### src/rtl/gated_counter_pkg.sv
// gated_counter_pkg: shared direction encodings and load clamping for the counter bank
package gated_counter_pkg;
  localparam logic DIR_UP = 1'b1;
  localparam logic DIR_DOWN = 1'b0;
  function automatic int clamp_load(int val, int m);
    return val >= m ? m - 1 : val;
  endfunction
endpackage

### src/rtl/gated_counter_bank_if.sv
// gated_counter_bank_if: control and status bus of the counter bank
interface gated_counter_bank_if #(
  parameter int N_CH = 4,
  parameter int WIDTH = 4
);
  logic en;
  logic [N_CH-1:0] ch_en;
  logic [N_CH-1:0] dir;
  logic [N_CH-1:0] load;
  logic [N_CH*WIDTH-1:0] load_val;
  logic [N_CH-1:0] clr_ovf;
  logic [N_CH*WIDTH-1:0] count;
  logic [N_CH-1:0] tc;
  logic [N_CH-1:0] ovf;
  modport master(output en, ch_en, dir, load, load_val, clr_ovf, input count, tc, ovf);
  modport slave(input en, ch_en, dir, load, load_val, clr_ovf, output count, tc, ovf);
endinterface

### src/rtl/gated_counter_ch.sv
// gated_counter_ch: one modulo-MOD up/down counter with load, terminal-count pulse and sticky overflow
module gated_counter_ch
  import gated_counter_pkg::*;
#(
  parameter int WIDTH = 4,
  parameter int MOD = 10
) (
  input  logic             clk,
  input  logic             rst_n,
  input  logic             en,
  input  logic             dir,
  input  logic             load,
  input  logic [WIDTH-1:0] load_val,
  input  logic             clr_ovf,
  output logic [WIDTH-1:0] count,
  output logic             tc,
  output logic             ovf
);
  localparam logic [WIDTH-1:0] TOP = WIDTH'(MOD - 1);
  logic step;
  logic wrap;
  logic [WIDTH-1:0] nxt;
  // load beats step; wrap is detected explicitly so MOD==2**WIDTH still flags it
  always_comb begin
    step = en & ~load;
    wrap = step & (dir == DIR_UP ? count == TOP : count == '0);
    nxt = load ? WIDTH'(clamp_load(int'(load_val), MOD)) :
          !step ? count :
          wrap ? (dir == DIR_UP ? '0 : TOP) :
          dir == DIR_UP ? count + 1'b1 : count - 1'b1;
  end
  // registered count, one-cycle wrap pulse, sticky overflow where set beats clear
  always_ff @(posedge clk) begin
    if (!rst_n) begin
      count <= '0;
      tc <= 1'b0;
      ovf <= 1'b0;
    end else begin
      count <= nxt;
      tc <= wrap;
      ovf <= wrap | (ovf & ~clr_ovf);
    end
  end
endmodule

### src/rtl/gated_counter_bank.sv
// gated_counter_bank: N_CH independent counters, each gated by global AND channel enable
module gated_counter_bank #(
  parameter int N_CH = 4,
  parameter int WIDTH = 4,
  parameter int MOD = 10
) (
  input logic clk,
  input logic rst_n,
  gated_counter_bank_if.slave bus
);
  if (MOD < 2 || MOD > 2 ** WIDTH) begin : g_bad_mod
    $fatal(1, "gated_counter_bank: MOD %0d out of range for WIDTH %0d", MOD, WIDTH);
  end
  for (genvar i = 0; i < N_CH; i++) begin : g_ch
    gated_counter_ch #(.WIDTH(WIDTH), .MOD(MOD)) u_ch (
      .clk(clk),
      .rst_n(rst_n),
      .en(bus.en & bus.ch_en[i]),
      .dir(bus.dir[i]),
      .load(bus.load[i]),
      .load_val(bus.load_val[i*WIDTH +: WIDTH]),
      .clr_ovf(bus.clr_ovf[i]),
      .count(bus.count[i*WIDTH +: WIDTH]),
      .tc(bus.tc[i]),
      .ovf(bus.ovf[i])
    );
  end
endmodule

### src/flat_wrapper.sv
// flat-port wrapper written by rule: the top's interface ports become plain ports
module gated_counter_bank_flat 
#(
  parameter int N_CH = 4,
  parameter int WIDTH = 4,
  parameter int MOD = 10
)
  (clk, rst_n, bus_en, bus_ch_en, bus_dir, bus_load, bus_load_val, bus_clr_ovf, bus_count, bus_tc, bus_ovf);
  gated_counter_bank_if #(.N_CH(N_CH), .WIDTH(WIDTH)) bus_i ();
  input logic clk;
  input logic rst_n;
  input wire logic [$bits(bus_i.en)-1:0] bus_en;
  input wire logic [$bits(bus_i.ch_en)-1:0] bus_ch_en;
  input wire logic [$bits(bus_i.dir)-1:0] bus_dir;
  input wire logic [$bits(bus_i.load)-1:0] bus_load;
  input wire logic [$bits(bus_i.load_val)-1:0] bus_load_val;
  input wire logic [$bits(bus_i.clr_ovf)-1:0] bus_clr_ovf;
  output wire logic [$bits(bus_i.count)-1:0] bus_count;
  output wire logic [$bits(bus_i.tc)-1:0] bus_tc;
  output wire logic [$bits(bus_i.ovf)-1:0] bus_ovf;
  assign bus_i.en = bus_en;
  assign bus_i.ch_en = bus_ch_en;
  assign bus_i.dir = bus_dir;
  assign bus_i.load = bus_load;
  assign bus_i.load_val = bus_load_val;
  assign bus_i.clr_ovf = bus_clr_ovf;
  assign bus_count = bus_i.count;
  assign bus_tc = bus_i.tc;
  assign bus_ovf = bus_i.ovf;
  gated_counter_bank #(.N_CH(N_CH), .WIDTH(WIDTH), .MOD(MOD)) u_core (.clk(clk), .rst_n(rst_n), .bus(bus_i));
endmodule
### config.mk
export PLATFORM = sky130hd
export DESIGN_NAME = gated_counter_bank_flat
export DESIGN_NICKNAME = d
export VERILOG_FILES = /design/src/rtl/gated_counter_pkg.sv /design/src/rtl/gated_counter_bank_if.sv /design/src/rtl/gated_counter_ch.sv /design/src/rtl/gated_counter_bank.sv /design/src/flat_wrapper.sv
export SDC_FILE = /design/constraint.sdc
export NUM_CORES = 1
export LEC_CHECK = 0
export BUFFER_PORTS_ARGS = -buffer_cell sky130_fd_sc_hd__buf_4
export CAP_MARGIN = 20
export CORE_MARGIN = 2
export CORE_UTILIZATION = 50
export DETAILED_ROUTE_END_ITERATION = 10
export PLACE_DENSITY = 0.76
export SETUP_SLACK_MARGIN = 0.4
export SYNTH_ARGS = -nofsm -noshare
export SYNTH_HDL_FRONTEND = slang
export SYNTH_HIERARCHICAL = 1
export SYNTH_SLANG_ARGS = --single-unit
### constraint.sdc
create_clock -name clk -period 3.24 [get_ports clk]
set_clock_uncertainty 0.2 [all_clocks]
set_input_delay 0.648 -clock clk [delete_from_list [all_inputs] [get_ports clk]]
set_output_delay 0.648 -clock clk [all_outputs]
set_load 0.03 [all_outputs]
# After elaboration in Yosys (flattened, before gate mapping)
# Cells that the tools add are included.
dict set report word_totals {
  register_bits 24
  inputBits 35
  output_inout_bits 24
  word_cells 92
}
dict set report classes {
  n_addsub 8
  n_lt_le_gt_ge 4
  n_eq_ne 4
  mux 28
  n_bitwise 28
  n_reduce_logical 8
}
# op count
set op_table {}
lappend op_table {{4-bit 2-to-1 mux} 24}
lappend op_table {{4-bit by 1-bit adder with 4-bit output (second input constant)} 4}
lappend op_table {{1-bit bitwise AND} 16}
lappend op_table {{4-bit equality test (second input constant)} 4}
lappend op_table {{4-bit greater-or-equal comparator (second input constant)} 4}
lappend op_table {{4-bit zero test} 4}
lappend op_table {{4-bit by 1-bit subtractor with 4-bit output (second input constant)} 4}
lappend op_table {{1-bit NOT} 8}
lappend op_table {{2-bit nonzero test} 4}
lappend op_table {{1-bit 2-to-1 mux} 4}
lappend op_table {{1-bit OR} 4}

# Depth between registers and ports, before layout
# Gate-level depths: netlist (run 1).
dict set report depth {
  ltp_word 6
  ltp_mapped 6
}

# Hierarchy
# Netlist (run 1), hierarchy kept.
# mod n_inst cells_each area_per_inst_um2 seq_area_each_um2
set modules_own_cells {}
lappend modules_own_cells {gated_counter_ch 4 47 425.4 120.1}
lappend modules_own_cells {gated_counter_bank 1 4 25.0 0.0}

# Least setup slack after synthesis (run 1)
# Ideal clock, no wire load.
dict set report synth_timing {
  kind {input port to flip-flop}
  from {in bus_dir[0]}
  to {reg u_core.g_ch[0].u_ch.count[3]}
  setup_time_ns 0.096
  t_arrival_ns 1.768
  t_required_ns 2.944
  setup_slack_ns 1.176
  cell_stages 4
  n_path_buf 0
  cell_sequence {or3_4 -> a2111oi_4 -> nor4_1 -> o41ai_2}
}
dict set report synth_via {
  elab_chain_cells 5
  word_cells_on_any_way 7
  cone_classes {6 x mux; 1 x bitwise}
}
# item line_no
set synth_rtl {}
lappend synth_rtl {{start: declaration} flat_wrapper.sv:14} ;# input wire logic [$bits(bus_i.dir)-1:0] bus_dir;
lappend synth_rtl {{1-bit 2-to-1 mux} gated_counter_ch.sv:26} ;# wrap = step & (dir == DIR_UP ? count == TOP : count == '0);
lappend synth_rtl {{1-bit bitwise AND} gated_counter_ch.sv:26}
lappend synth_rtl {{4-bit 2-to-1 mux (*)} gated_counter_ch.sv:29} ;# wrap ? (dir == DIR_UP ? '0 : TOP) :
lappend synth_rtl {{4-bit 2-to-1 mux (*)} gated_counter_ch.sv:28} ;# !step ? count :
lappend synth_rtl {{4-bit 2-to-1 mux (*)} gated_counter_ch.sv:27} ;# nxt = load ? WIDTH'(clamp_load(int'(load_val), MOD)) :
lappend synth_rtl {{end signal: assignment} gated_counter_ch.sv:39} ;# count <= nxt;
lappend synth_rtl {{end: declaration} gated_counter_ch.sv:15} ;# output logic [WIDTH-1:0] count,
# Every way passes the cells marked *; elsewhere a longest branch is shown, timed or not. The select of a mux whose other input is x is not followed.
# A chain may end at the register's enable or synchronous reset.

# Worst setup path in the final report (run 1)
dict set report layout_timing {
  from {reg u_core.g_ch[3].u_ch.count[1]}
  to {reg u_core.g_ch[3].u_ch.count[1]}
}
dict set report layout_via {
  elab_chain_cells 6
  word_cells_on_any_way 10
  cone_classes {2 x add/sub; 1 x eq/ne; 5 x mux; 1 x bitwise; 1 x reduce/logical}
}
# item line_no
set layout_rtl {}
lappend layout_rtl {{start: declaration} gated_counter_ch.sv:15}
lappend layout_rtl {{start signal: assignment} gated_counter_ch.sv:39}
lappend layout_rtl {{parallel branches: the longest is 3 deep, another holds 4-bit by 1-bit subtractor with 4-bit output} -}
lappend layout_rtl {{4-bit 2-to-1 mux (*)} gated_counter_ch.sv:29}
lappend layout_rtl {{4-bit 2-to-1 mux (*)} gated_counter_ch.sv:28}
lappend layout_rtl {{4-bit 2-to-1 mux (*)} gated_counter_ch.sv:27}
# Every way passes the cells marked *. The select of a mux whose other input is x is not followed.

==> summary.txt, run 1 <==
Final layout
  • Final std cells w/o fill: between 200 and 300
  • N_diodes: 0
  • Layout filler cell count: 283
  • Fraction of layout cells with a size suffix above 1: 34.40%
  • Post-layout net count: slightly below 300
  • Layout-stage area growth over the synthesis result: 29.49%
  • Post-layout instance area: approximately 0.0022 mm^2

Setup path
  • Data arrival time at the worst-slack endpoint: between 2 and 2.5 ns
  • Critical Path Source Type: flip-flop
  • Critical Path End Type: flip-flop
  • Max Fanout on Critical Path: 4
  • Startpoint-to-endpoint class of the critical path: flip-flop to flip-flop
  • Req. time, crit path: approximately 3.3 ns

CTS
  • CTS Sinks: 24
  • Total clock buffers created by CTS: 3
  • Deepest clock path buffer count: 2
  • Post-CTS Setup Inserts: 0
  • CTS H-tree depth: 1
  • Hold buffers post-CTS: 0
  • Register clock-pin slew on the reported worst setup and hold paths: 0.13 ns
  • Clock tree from TritonCTS: yes
  • Cell at the root of the clock tree: clkbuf_4
  • Clock insertion delay at the later pin of the skew report: 0.31 ns
  • Total of cells resized after clock tree synthesis: 0

Die
  • Std-Cell Core Area: between 0.003 and 0.004 mm^2
  • Starting density of the core: between 50% and 60%
  • Die area: 0.003939 mm^2
  • Io pins: slightly below 60
  • Die span in y: roughly 63 um
  • Width of the die: ~63 um
  • Core Rows: 21

Power and ir drop
  • Net switching power figure: between 0.0002 and 0.0003 W
  • Fraction of power consumed by combinational cells: 35.2%
  • Lkg Pwr: between 1 and 1.5 nW
  • Relative contribution of sequential cells to total power: approximately 44%
  • Internal portion of total power: a little over 0.0005 W
  • VDD IR max: about 0.00016 V
  • Power density over cell area: approximately 350 mW/mm^2
  • Fraction of power spent switching nets: 34.35%
  • Share of power burned in the clock network: between 20% and 30%

Global routing
  • Wire length of the first global-routing pass: 6465 um
  • Number of global-route vias before repair: about 1.5k
  • Antenna violations before repair: 0
  • Total routing resource utilization after global routing: about a fifth
  • Total grt overflow: 0
  • Maximum number of pins on one net before global-route repair: 17

Synthesis
  • Post-synthesis cell area: between 0.0015 and 0.002 mm^2
  • Syn Nets: roughly 240
  • Warning count from the yosys run: 6
  • Post-synth cell types: 27
  • Mapped Cells: ~190
  • Sequential-to-total area share from yosys stat: roughly 28%
  • Number of synthesized register bits: 24
  • Mean cell area of the mapped netlist: approximately 9 um^2

Timing
  • Portion of the clock cycle consumed by the worst path in the final layout: slightly above 60%
  • Post-Route Setup TNS: 0 ns
  • Shortest clock period the worst path allows after layout: 2.017 ns
  • Number of failing setup endpoints in the final timing report: 0
  • Transition time at the pin with the least slew margin: 0.4391 ns
  • Remaining max-slew budget at the tightest pin: a little over two thirds
  • Endpoints failing hold: 0
  • Maximum clock frequency: roughly 0.50 GHz
  • Final Slew Violations: 0
  • Unrepaired setup endpoints after global routing: false

Drt
  • Via count of the routed design: 1,571
  • Number of vias per cell after detailed routing: between 5 and 6
  • Iteration-0 DRC Markers: 79
  • Remaining routing DRC violations: 0
  • Average wire per cell in the routed design: roughly 13 um
  • Residual antenna-violating net count after detailed routing: 0
  • Final wirelength: around 3700 um
  • DR pass1 iterations: 4

Job
  • Max Cap Viol: 0

Place
  • Post-placement cell count: ~290
  • Placed standard-cell area: 0.002200 mm^2
  • Total of buffers placed on input and output ports: between 50 and 60
  • Final estimated routing congestion in global placement: roughly 0.87
  • Detailed Place HPWL: 2932 um

Status
  • Result of the run: finished, final reports clean

Min path
  • Class of the most critical hold timing path: flip-flop to flip-flop
-- registers in the layout, summed over array words and instances, names as in the netlist --
name	flops
u_core/g_ch.u_ch/tc	4
u_core/g_ch.u_ch/ovf	4
u_core/g_ch.u_ch/count	16
-- power groups by stage --
stage	sequential, W	clock (W)	combinational [W]
after floorplan	0.000386	0	0.000144
after global placement	0.000353	0	0.000272
after detailed placement	0.000354	0	0.000275
after CTS	0.000347	0.000168	0.000276
after global routing	0.000351	0.000183	0.000304
final	0.000347	0.000161	0.000275
-- synthesized netlist by cell type --
library cell  count  area [um^2]
o311a_1           4        40.04
nand3_1           8        40.04
nor2_1           12        45.04
and2_2            4        30.03
inv_1            24        90.09
o31ai_1           4        30.03
nor4_1            4        25.02
o41ai_2           4        65.06
ha_1              8        100.1
a221oi_1          4        35.03
a311oi_1          4        35.03
o21ai_0           8        40.04
fa_1              4        80.08
a21oi_1          16        80.08
nor2b_1           4        25.02
nand2b_1          8        50.05
xor2_1            8        70.07
o31a_2            4        40.04
or3_2             4        30.03
nand2_1           8        30.03
or3_4             4        45.04
a21boi_0          4        30.03
and3b_1           4        35.03
a2111oi_4         4        110.1
buf_2             4        20.02
and2_1            4        25.02
dfxtp_1          24        480.5
-- layer usage --
layer  vias up  wire length, um  share of wire [%]  global-route usage, %
li1        819                -                  -                      -
met1       714             1740                 47                  27.14
met2        36             1799                 48                  33.47
met3         2              155                4.2                  2.523
met4         0               14               0.38                  5.000
met5         -                0                  0                      0
-- layout by cell type (no fill, tap or decap), types with 8 or more instances in the layout --
| master | count |
|---|---|
| nand3_1 | 8 |
| a21oi_1 | 16 |
| xor2_1 | 8 |
| ha_1 | 8 |
| nand2b_1 | 8 |
| nor2_1 | 12 |
| inv_1 | 24 |
| buf_4 | 58 |
| dfxtp_1 | 24 |
| nand2_1 | 8 |
| o21ai_0 | 8 |
-- cell families after synthesis --
logic type | after synthesis | synth area share (%)
compound gates | 56 | 29.28
xor+xnor | 8 | 4.058
fa+ha+maj | 12 | 10.44
buf+inv | 28 | 6.377
flops | 24 | 27.83
simple gates | 64 | 22.03
-- path summary, 6_finish.rpt --
check,start,slack [ns],depth (start not counted),end
worst max-delay path,u_core/g_ch[3].u_ch/count[1],1.22,4,u_core/g_ch[3].u_ch/count[1]
worst min-delay path,u_core/g_ch[2].u_ch/ovf,0.30,2,u_core/g_ch[2].u_ch/ovf
worst max register to register,u_core/g_ch[3].u_ch/count[1],1.22,4,u_core/g_ch[3].u_ch/count[1]
worst min register to register,u_core/g_ch[2].u_ch/ovf,0.30,2,u_core/g_ch[2].u_ch/ovf
-- worst max-delay path: stages (launching register included) --
cell      delay, ns
dfxtp_1        0.48
inv_1          0.12
fa_1           0.44
or3_2          0.46
a221oi_1       0.24
-- through the flow --
stage / hold WS, ns / power, W / utilization, % / worst slack (ns)
after detailed placement: 0.2758 / 0.0006295 / 65.92 / 0.9058
after floorplan: 0.4312 / 0.0005299 / - / 1.176
after global placement: 0.2693 / 0.0006250 / 65.92 / 0.9240
final: 0.3022 / 0.0007828 / 67.00 / 1.223
after global routing: 0.3477 / 0.0008380 / 67.00 / 1.098
after CTS: 0.3080 / 0.0007917 / 67.00 / 1.222
-- layout make-up --
class	count	area, um^2	share of cell area, %
clock buffers	4	36.28	1.623
repair buffers	58	435.4	19.47
flip-flops and latches	24	480.5	21.49
multi-input cells	140	1136	50.81
well taps	46	57.56	2.574
inverters	24	90.09	4.029
(Power assumes the default switching activity.)
==> run 2, diff against run 1 <==
- clock period: 3.24 -> 1.86 ns (I/O delays scaled with it)
==> summary.txt, run 2 (same netlist as run 1, synthesis figures left out) <==
Drt
  • Via count of the routed design: 2,212 (+41%)
  • Iteration-0 DRC Markers: 190 (+140%)
  • Final wirelength: 8220 um (+120%)
  • DR pass1 iterations: 4 (unchanged)
  • Number of vias per cell after detailed routing: 6.231 (+17%)
  • Average wire per cell in the routed design: 23.15 um (+85%)
  • Remaining routing DRC violations: 0 (unchanged)
  • Residual antenna-violating net count after detailed routing: 0 (unchanged)

Die
  • Die span in y: 62.77 um (unchanged)
  • Die area: 0.003939 mm^2 (unchanged)
  • Starting density of the core: 51.74% (unchanged)
  • Core Rows: 21 (unchanged)
  • Width of the die: 62.77 um (unchanged)
  • Std-Cell Core Area: 0.003337 mm^2 (unchanged)
  • Io pins: 59 (unchanged)

CTS
  • Register clock-pin slew on the reported worst setup and hold paths: 0.15 ns (+0.02 ns)
  • Total clock buffers created by CTS: 3 (unchanged)
  • Hold buffers post-CTS: 0 (unchanged)
  • CTS Sinks: 24 (unchanged)
  • Clock insertion delay at the later pin of the skew report: 0.34 ns (+0.03 ns)
  • CTS H-tree depth: 1 (unchanged)
  • Clock tree from TritonCTS: yes
  • Cell at the root of the clock tree: clkbuf_4
  • Deepest clock path buffer count: 2 (unchanged)

Global routing
  • Number of global-route vias before repair: 1,995 (+37%)
  • Maximum number of pins on one net before global-route repair: 17 (unchanged)
  • Met2 layer usage reported by global route: 54.97% (+22 points)
  • Wire length of the first global-routing pass: 9163 um (+42%)
  • Grt met3 use: 2.342% (-0.18 points)
  • Total grt overflow: 0 (unchanged)
  • Total routing resource utilization after global routing: 28.86% (+8.9 points)
  • Antenna violations before repair: 0 (unchanged)
  • Busiest layer in global routing: met2
  • Met1 usage: 34.35% (+7.2 points)

Setup path
  • Startpoint-to-endpoint class of the critical path: flip-flop to flip-flop
  • Req. time, crit path: 1.91 ns (-1.36 ns)
  • Critical Path Source Type: flip-flop
  • Delay of the slowest cell on the worst path: 0.38 ns (-0.10 ns)
  • Data arrival time at the worst-slack endpoint: 1.97 ns (-0.07 ns)
  • Max Fanout on Critical Path: 6 (+2)
  • Slowest cell on crit path: dfxtp_4
  • CP cell instances: buf_6 > nand3_1 > a2111oi_4 > buf_4 > or3_4 > a221oi_2
  • Critical Path End Type: flip-flop

Timing
  • Number of failing setup endpoints in the final timing report: 8 (+8)
  • Maximum clock frequency: 0.5205 GHz (+5.0%)
  • Final Slew Violations: 0 (unchanged)
  • Portion of the clock cycle consumed by the worst path in the final layout: 103.3% (+41 points)
  • Worst Hold Slack: 0.08641 ns (-0.2158 ns)
  • Transition time at the pin with the least slew margin: 0.3749 ns (-0.06418 ns)
  • Smallest setup slack after layout: -0.06122 ns (-1.285 ns)
  • Remaining max-slew budget at the tightest pin: 74.91% (+4.2 points)
  • Unrepaired setup endpoints after global routing: true
  • Shortest clock period the worst path allows after layout: 1.921 ns (-0.09537 ns)
  • Endpoints failing hold: 0 (unchanged)

Final layout
  • Layout-stage area growth over the synthesis result: 82.03%
  • Footprint of the multi-input gates: 0.001408 mm^2 (+24%)
  • Most flops, register: u_core/g_ch.u_ch/count
  • Post-layout net count: 357 (+20%)
  • Fraction of layout cells with a size suffix above 1: 66.67% (+32 points)
  • Layout filler cell count: 98 (-65%)
  • N_diodes: 0 (unchanged)
  • Largest registers: u_core/g_ch.u_ch/count: 16 flops, u_core/g_ch.u_ch/ovf: 4 flops, u_core/g_ch.u_ch/tc: 4 flops
  • Register area: 544.3 um^2 (+13%)
  • Final std cells w/o fill: 355 (+20%)
  • Layout Utilization: 94.19% (+27 points)
  • Max reg flops: 16 (unchanged)
  • Most common cell after layout, fill and taps aside: buf_4
  • Top library cells by usage in the layout, fill and taps aside: buf_4 (87), buf_6 (29), dfxtp_4 (16)

Place
  • Total of buffers placed on input and output ports: 58 (unchanged)
  • Detailed Place HPWL: 3939 um (+34%)
  • Post-placement cell count: 320 (+9.6%)
  • Final estimated routing congestion in global placement: 0.8219 (-5.0%)
  • Pre-CTS setup slack: -0.1571 ns (-1.063 ns)

Power and ir drop
  • Lkg Pwr: 1.367 nW (+37%)
  • Power density over cell area: 574.3 mW/mm^2 (+64%)
  • VDD IR max: 0.0004483 V (+180%)

Status
  • Violated checks: negative setup slack
  • Result of the run: finished, violations left

Min path
  • Class of the most critical hold timing path: input port to flip-flop

Job
  • Max Cap Viol: 0 (unchanged)
run 2: critical path, delay by kind of cell (launching register included):
| family | cells | cell delay [ns] |
|---|---|---|
| and+or+nand+nor | 2 | 0.56 |
| DFF | 1 | 0.38 |
| buffers and inverters | 2 | 0.30 |
| AOI/OAI and AO/OA | 2 | 0.38 |
run 2: path summary, 6_finish.rpt:
path / from / depth (start not counted) / endpoint / slack, ns
worst min-delay path: bus_load_val[4] / 3 / u_core/g_ch[1].u_ch/count[0] / 0.09
worst max-delay path: u_core/g_ch[0].u_ch/count[3] / 6 / u_core/g_ch[0].u_ch/count[1] / -0.06
worst max register to register: u_core/g_ch[0].u_ch/count[3] / 6 / u_core/g_ch[0].u_ch/count[1] / -0.06
worst min register to register: u_core/g_ch[3].u_ch/ovf / 2 / u_core/g_ch[3].u_ch/ovf / 0.32
run 2: power breakdown:
part / switching, W / total [W] / internal [W]
Sequential: 0.0000592 / 0.000610 / 0.000551
Clock: 0.000187 / 0.000307 / 0.000120
Combinational: 0.000441 / 0.000888 / 0.000447
Total: 0.000687 / 0.00181 / 0.00112
run 2: what timing repair did:
item / in CTS / in global routing
endpoints found under the setup margin: 35 / 37
pin swaps: 9 / 16
resized for setup: 18 / 37
setup buffers: 20 / 11
run 2: routing by layer:
layer,up-vias,routed length (um)
met4,0,525
met2,181,4076
li1,928,-
met1,1055,2964
met5,-,0
met3,48,654
run 2: stage by stage:
step                TNS, ns  instance area, um^2  total power (W)
detailed placement   -1.235                 2648         0.001257
finish              -0.2740                 3143         0.001805
CTS                       0                 2894         0.001615
global placement    -0.7440                 2648         0.001227
floorplan                 0                 1952        0.0009997
global route        -0.5258                 3143         0.001859
run 2: area by class of cell:
cell class | instances | share of cell area (%)
timing repair buffer | 117 | 31.81
clock buffer | 4 | 1.154
sequential | 24 | 17.32
tap | 46 | 1.831
inverter | 24 | 3.105
multi-input combinational | 140 | 44.79
==> run 3, diff against run 2 <==
- ABC_CLOCK_PERIOD_IN_PS: unset -> 1860
- CORE_MARGIN: 2 -> unset
==> summary.txt, run 3 <==
Place
  • Placed standard-cell area: 0.002580 mm^2 (-2.6%)
  • Detailed Place HPWL: 3779 um (-4.1%)
  • Pre-CTS setup slack: -0.1897 ns (-0.03258 ns)
  • Total of buffers placed on input and output ports: 58 (unchanged)
  • Final estimated routing congestion in global placement: 0.8416 (+2.4%)

CTS
  • Hold buffers post-CTS: 0 (unchanged)
  • CTS H-tree depth: 1 (unchanged)
  • Total clock buffers created by CTS: 3 (unchanged)
  • Deepest clock path buffer count: 2 (unchanged)
  • Cell at the root of the clock tree: clkbuf_4
  • CTS Sinks: 24 (unchanged)

Die
  • Width of the die: 60.77 um (-3.2%)
  • Io pins: 59 (unchanged)
  • Starting density of the core: 54.76% (+3.0 points)
  • Die span in y: 60.77 um (-3.2%)
  • Core Rows: 20 (-4.8%)

Status
  • Result of the run: did not finish
  • Tool error: [ERROR GRT-0232] Routing congestion too high. Check the congestion heatmap in the GUI.
  • Last stage reached: global routing (5_1_grt)

Synthesis
  • Mean cell area of the mapped netlist: 8.993 um^2 (unchanged)
  • Area fraction of the dominant cell type after synthesis: 27.83% (unchanged)
  • Top cell type by total area after synthesis: dfxtp_1
  • EDFF count, synth: 0 (unchanged)
  • Post-synth top flop: dfxtp_1
  • Dominant cells by area after synthesis: dfxtp_1 (28%), a2111oi_4 (6.4%), ha_1 (5.8%), inv_1 (5.2%), a21oi_1 (4.6%)
  • Number of synthesized register bits: 24 (unchanged)
  • Post-synth cell types: 27 (unchanged)
  • Sequential-to-total area share from yosys stat: 27.83% (unchanged)
  • Post-synthesis cell area: 0.001727 mm^2 (unchanged)
  • Proportion of synthesized flip-flops having asynchronous set or reset: 0% (unchanged)
  • Warning count from the yosys run: 6 (unchanged)
  • Syn Nets: 239 (unchanged)
  • Mapped Cells: 192 (unchanged)
  • Synth top cells by count: dfxtp_1 (24), inv_1 (24), a21oi_1 (16)

Timing
  • Worst EP Category: sequential cell input
  • Worst endpoint left by the global-route repair_timing run: u_core/g_ch[2].u_ch/count[3]$_SDFFE_PN0P_/D

Global routing
  • Maximum number of pins on one net before global-route repair: 17
  • Total routing resource utilization after global routing: between 70 and 80%
  • Total grt overflow: 97
-- run 3: cell counts after synthesis --
No cell type changed its count.
-- run 3: kinds of logic after synthesis --
group / after synthesis / share of synthesized area (%)
flops: 24 / 27.83
buf+inv: 28 / 6.377
simple gates: 64 / 22.03
fa+ha+maj: 12 / 10.44
compound gates: 56 / 29.28
xor+xnor: 8 / 4.058
-- run 3: metal layers --
metal,track usage (%),GRT overflow
met5,4.286,0
met1,74.68,0
met2,101.3,62
met4,94.48,35
met3,51.39,0
-- run 3: what timing repair did --
item | CTS
resized for setup | 24
endpoints found under the setup margin | 32
hold endpoints to repair | 0
pin swaps | 13
setup buffers | 27
-- run 3: per-stage QoR --
stage	std cells	hold WS [ns]
2_1_floorplan	192	0.2809
3_3_place_gp	311	0.2692
3_5_place_dp	311	0.2825
4_1_cts	342	0.09202
==> run 4, diff against run 3 <==
- CORE_UTILIZATION: 50 -> 35
- PLACE_DENSITY: 0.76 -> unset
- PLACE_DENSITY_LB_ADDON: unset -> 0.15
- SETUP_SLACK_MARGIN: 0.4 -> unset
==> summary.txt, run 4 (same netlist as run 1, synthesis figures left out) <==
Power and ir drop
  • Relative contribution of sequential cells to total power: about a third
  • Fraction of power consumed by combinational cells: slightly below 40%
  • Share of power burned in the clock network: 27.3%
  • VDD IR max: 0.0004027 V
  • Internal portion of total power: ~0.0012 W
  • Power density over cell area: between 600 and 700 mW/mm^2
  • Fraction of power spent switching nets: around 31%
  • Net switching power figure: 0.0005362 W
  • Lkg Pwr: 1.295 nW

Drt
  • Final wirelength: ~4500 um
  • Via count of the routed design: 1,808
  • Residual antenna-violating net count after detailed routing: 0
  • Number of vias per cell after detailed routing: 4.900
  • Average wire per cell in the routed design: approximately 12 um
  • DR pass1 iterations: 4
  • Iteration-0 DRC Markers: between 80 and 90
  • Remaining routing DRC violations: 0

Global routing
  • Total routing resource utilization after global routing: 18.20%
  • Total grt overflow: 0
  • Maximum number of pins on one net before global-route repair: 17
  • Number of global-route vias before repair: 1,729
  • Wire length of the first global-routing pass: between 7000 and 8000 um
  • Antenna violations before repair: 0

Timing
  • Smallest setup slack after layout: around 0.00022 ns
  • Remaining max-slew budget at the tightest pin: 74.41%
  • Maximum clock frequency: around 0.54 GHz
  • Number of failing setup endpoints in the final timing report: 0
  • Worst Hold Slack: 0.1474 ns
  • Portion of the clock cycle consumed by the worst path in the final layout: between 90% and 100%
  • Final Slew Violations: 0
  • Endpoints failing hold: 0
  • Transition time at the pin with the least slew margin: between 0.3 and 0.4 ns
  • Shortest clock period the worst path allows after layout: 1.860 ns
  • Unrepaired setup endpoints after global routing: true

Setup path
  • CP cell instances: buf_4 > ha_4 > nand3_1 > and3b_2 > o31a_2 > o41ai_2
  • Setup slack, reg-to-reg: between 0.0002 and 0.00025 ns
  • Max Fanout on Critical Path: 3
  • Req. time, crit path: 1.84 ns
  • Slowest cell on crit path: dfxtp_4
  • Data arrival time at the worst-slack endpoint: 1.84 ns
  • Delay of the slowest cell on the worst path: between 0.3 and 0.4 ns
  • End of the critical path: u_core/g_ch[2].u_ch/count[3]
  • Critical Path End Type: flip-flop
  • Startpoint-to-endpoint class of the critical path: flip-flop to flip-flop
  • Number of cells on the worst reg-to-reg path: 6
  • Start of the worst register-to-register path: u_core/g_ch[2].u_ch/count[1]
  • Reg-to-reg endpoint: u_core/g_ch[2].u_ch/count[3]
  • Critical path origin: u_core/g_ch[2].u_ch/count[1]
  • Critical Path Source Type: flip-flop

Final layout
  • Max reg flops: 16
  • Layout-stage area growth over the synthesis result: 62.83%
  • Most common cell after layout, fill and taps aside: buf_4
  • N_diodes: 0
  • Top library cells by usage in the layout, fill and taps aside: buf_4 (110), inv_1 (22), a21oi_1 (15)
  • Post-layout net count: between 300 and 400
  • Largest registers: u_core/g_ch.u_ch/count: 16 flops, u_core/g_ch.u_ch/ovf: 4 flops, u_core/g_ch.u_ch/tc: 4 flops
  • Final std cells w/o fill: 369
  • Layout Utilization: 59.52%
  • Fraction of layout cells with a size suffix above 1: roughly 56%
  • Most flops, register: u_core/g_ch.u_ch/count

Die
  • Io pins: 59 (unchanged)
  • Starting density of the core: 36.56% (-18 points)
  • Die span in y: 72.24 um (+19%)
  • Width of the die: 72.24 um (+19%)
  • Die area: approximately 0.0052 mm^2
  • Core Rows: 25 (+25%)
  • Std-Cell Core Area: between 0.004 and 0.005 mm^2

Place
  • Final estimated routing congestion in global placement: 0.7943 (-5.6%)
  • Total of buffers placed on input and output ports: 58 (unchanged)
  • Post-placement cell count: 356 (+14%)
  • Detailed Place HPWL: 3511 um (-7.1%)
  • Pre-CTS setup slack: -0.1535 ns (+0.03616 ns)

CTS
  • Deepest clock path buffer count: 2 (unchanged)
  • CTS Sinks: 24 (unchanged)
  • Cell at the root of the clock tree: clkbuf_8
  • Clock insertion delay at the later pin of the skew report: between 0.2 and 0.3 ns
  • Total clock buffers created by CTS: 3 (unchanged)
  • Clock tree from TritonCTS: yes
  • CTS H-tree depth: 1 (unchanged)
  • Register clock-pin slew on the reported worst setup and hold paths: 0.09 ns

Status
  • Result of the run: finished, final reports clean

Job
  • Max Cap Viol: 0

Min path
  • Class of the most critical hold timing path: input port to flip-flop
  • Startpoint of the lowest-slack hold path: bus_load_val[0]
run 4: power by group through the flow:
stage	combinational [W]	sequential [W]	clock, W
after floorplan	0.000251	0.000678	0
after global placement	0.000584	0.000603	0
after detailed placement	0.000589	0.000604	0
after CTS	0.000621	0.000585	0.000492
after global routing	0.000729	0.000588	0.000508
final	0.000664	0.000583	0.000468
run 4: per-layer routing:
layer	vias to the layer above	wire length (um)	track usage, %
met5	-	0	0
met4	0	39	5.229
met3	4	173	2.361
met2	46	2246	31.78
met1	839	2087	23.41
li1	919	-	-
run 4: layout make-up:
type / instances / area [um^2]
sequential: 24 / 520.5
tap: 67 / 83.83
timing repair buffer: 110 / 825.8
clock buffer: 3 / 41.29
multi-input combinational: 140 / 1220
clock inverter: 1 / 30.03
inverter: 24 / 90.09
fill: 453 / 1912
run 4: worst min-delay path by stage:
stage	endpoint	slack [ns]	cells after the start
3_5_place_dp	u_core/g_ch[0].u_ch/ovf	0.28	2
2_1_floorplan	u_core/g_ch[0].u_ch/count[3]	0.28	2
6_report	u_core/g_ch[0].u_ch/count[0]	0.15	3
4_1_cts	u_core/g_ch[0].u_ch/count[0]	0.13	3
5_1_grt	u_core/g_ch[2].u_ch/count[0]	0.13	3
3_3_place_gp	u_core/g_ch[2].u_ch/ovf	0.26	2
run 4: critical path, delay by kind of cell, from the launching register on:
kind	cells	cell delay [ns]
AO/OA/AOI/OAI	2	0.48
adder cells (fa/ha/maj)	1	0.26
buffers and inverters	1	0.15
flip-flops	1	0.35
AND/OR/NAND/NOR	2	0.33
run 4: timing repair:
item	CTS	global route
hold buffers	0	0
setup endpoints to repair	5	14
gates resized for setup	5	14
setup buffers	5	4
gates cloned	0	0
pin swaps	2	8
run 4: through the flow:
step	area [um^2]	setup TNS, ns	power (W)
after global placement	2589	-0.9460	0.001187
after detailed placement	2589	-1.212	0.001192
final	2811	0	0.001715
after floorplan	1767	0	0.0009290
after global routing	2811	-0.1883	0.001825
after CTS	2729	-0.02456	0.001698
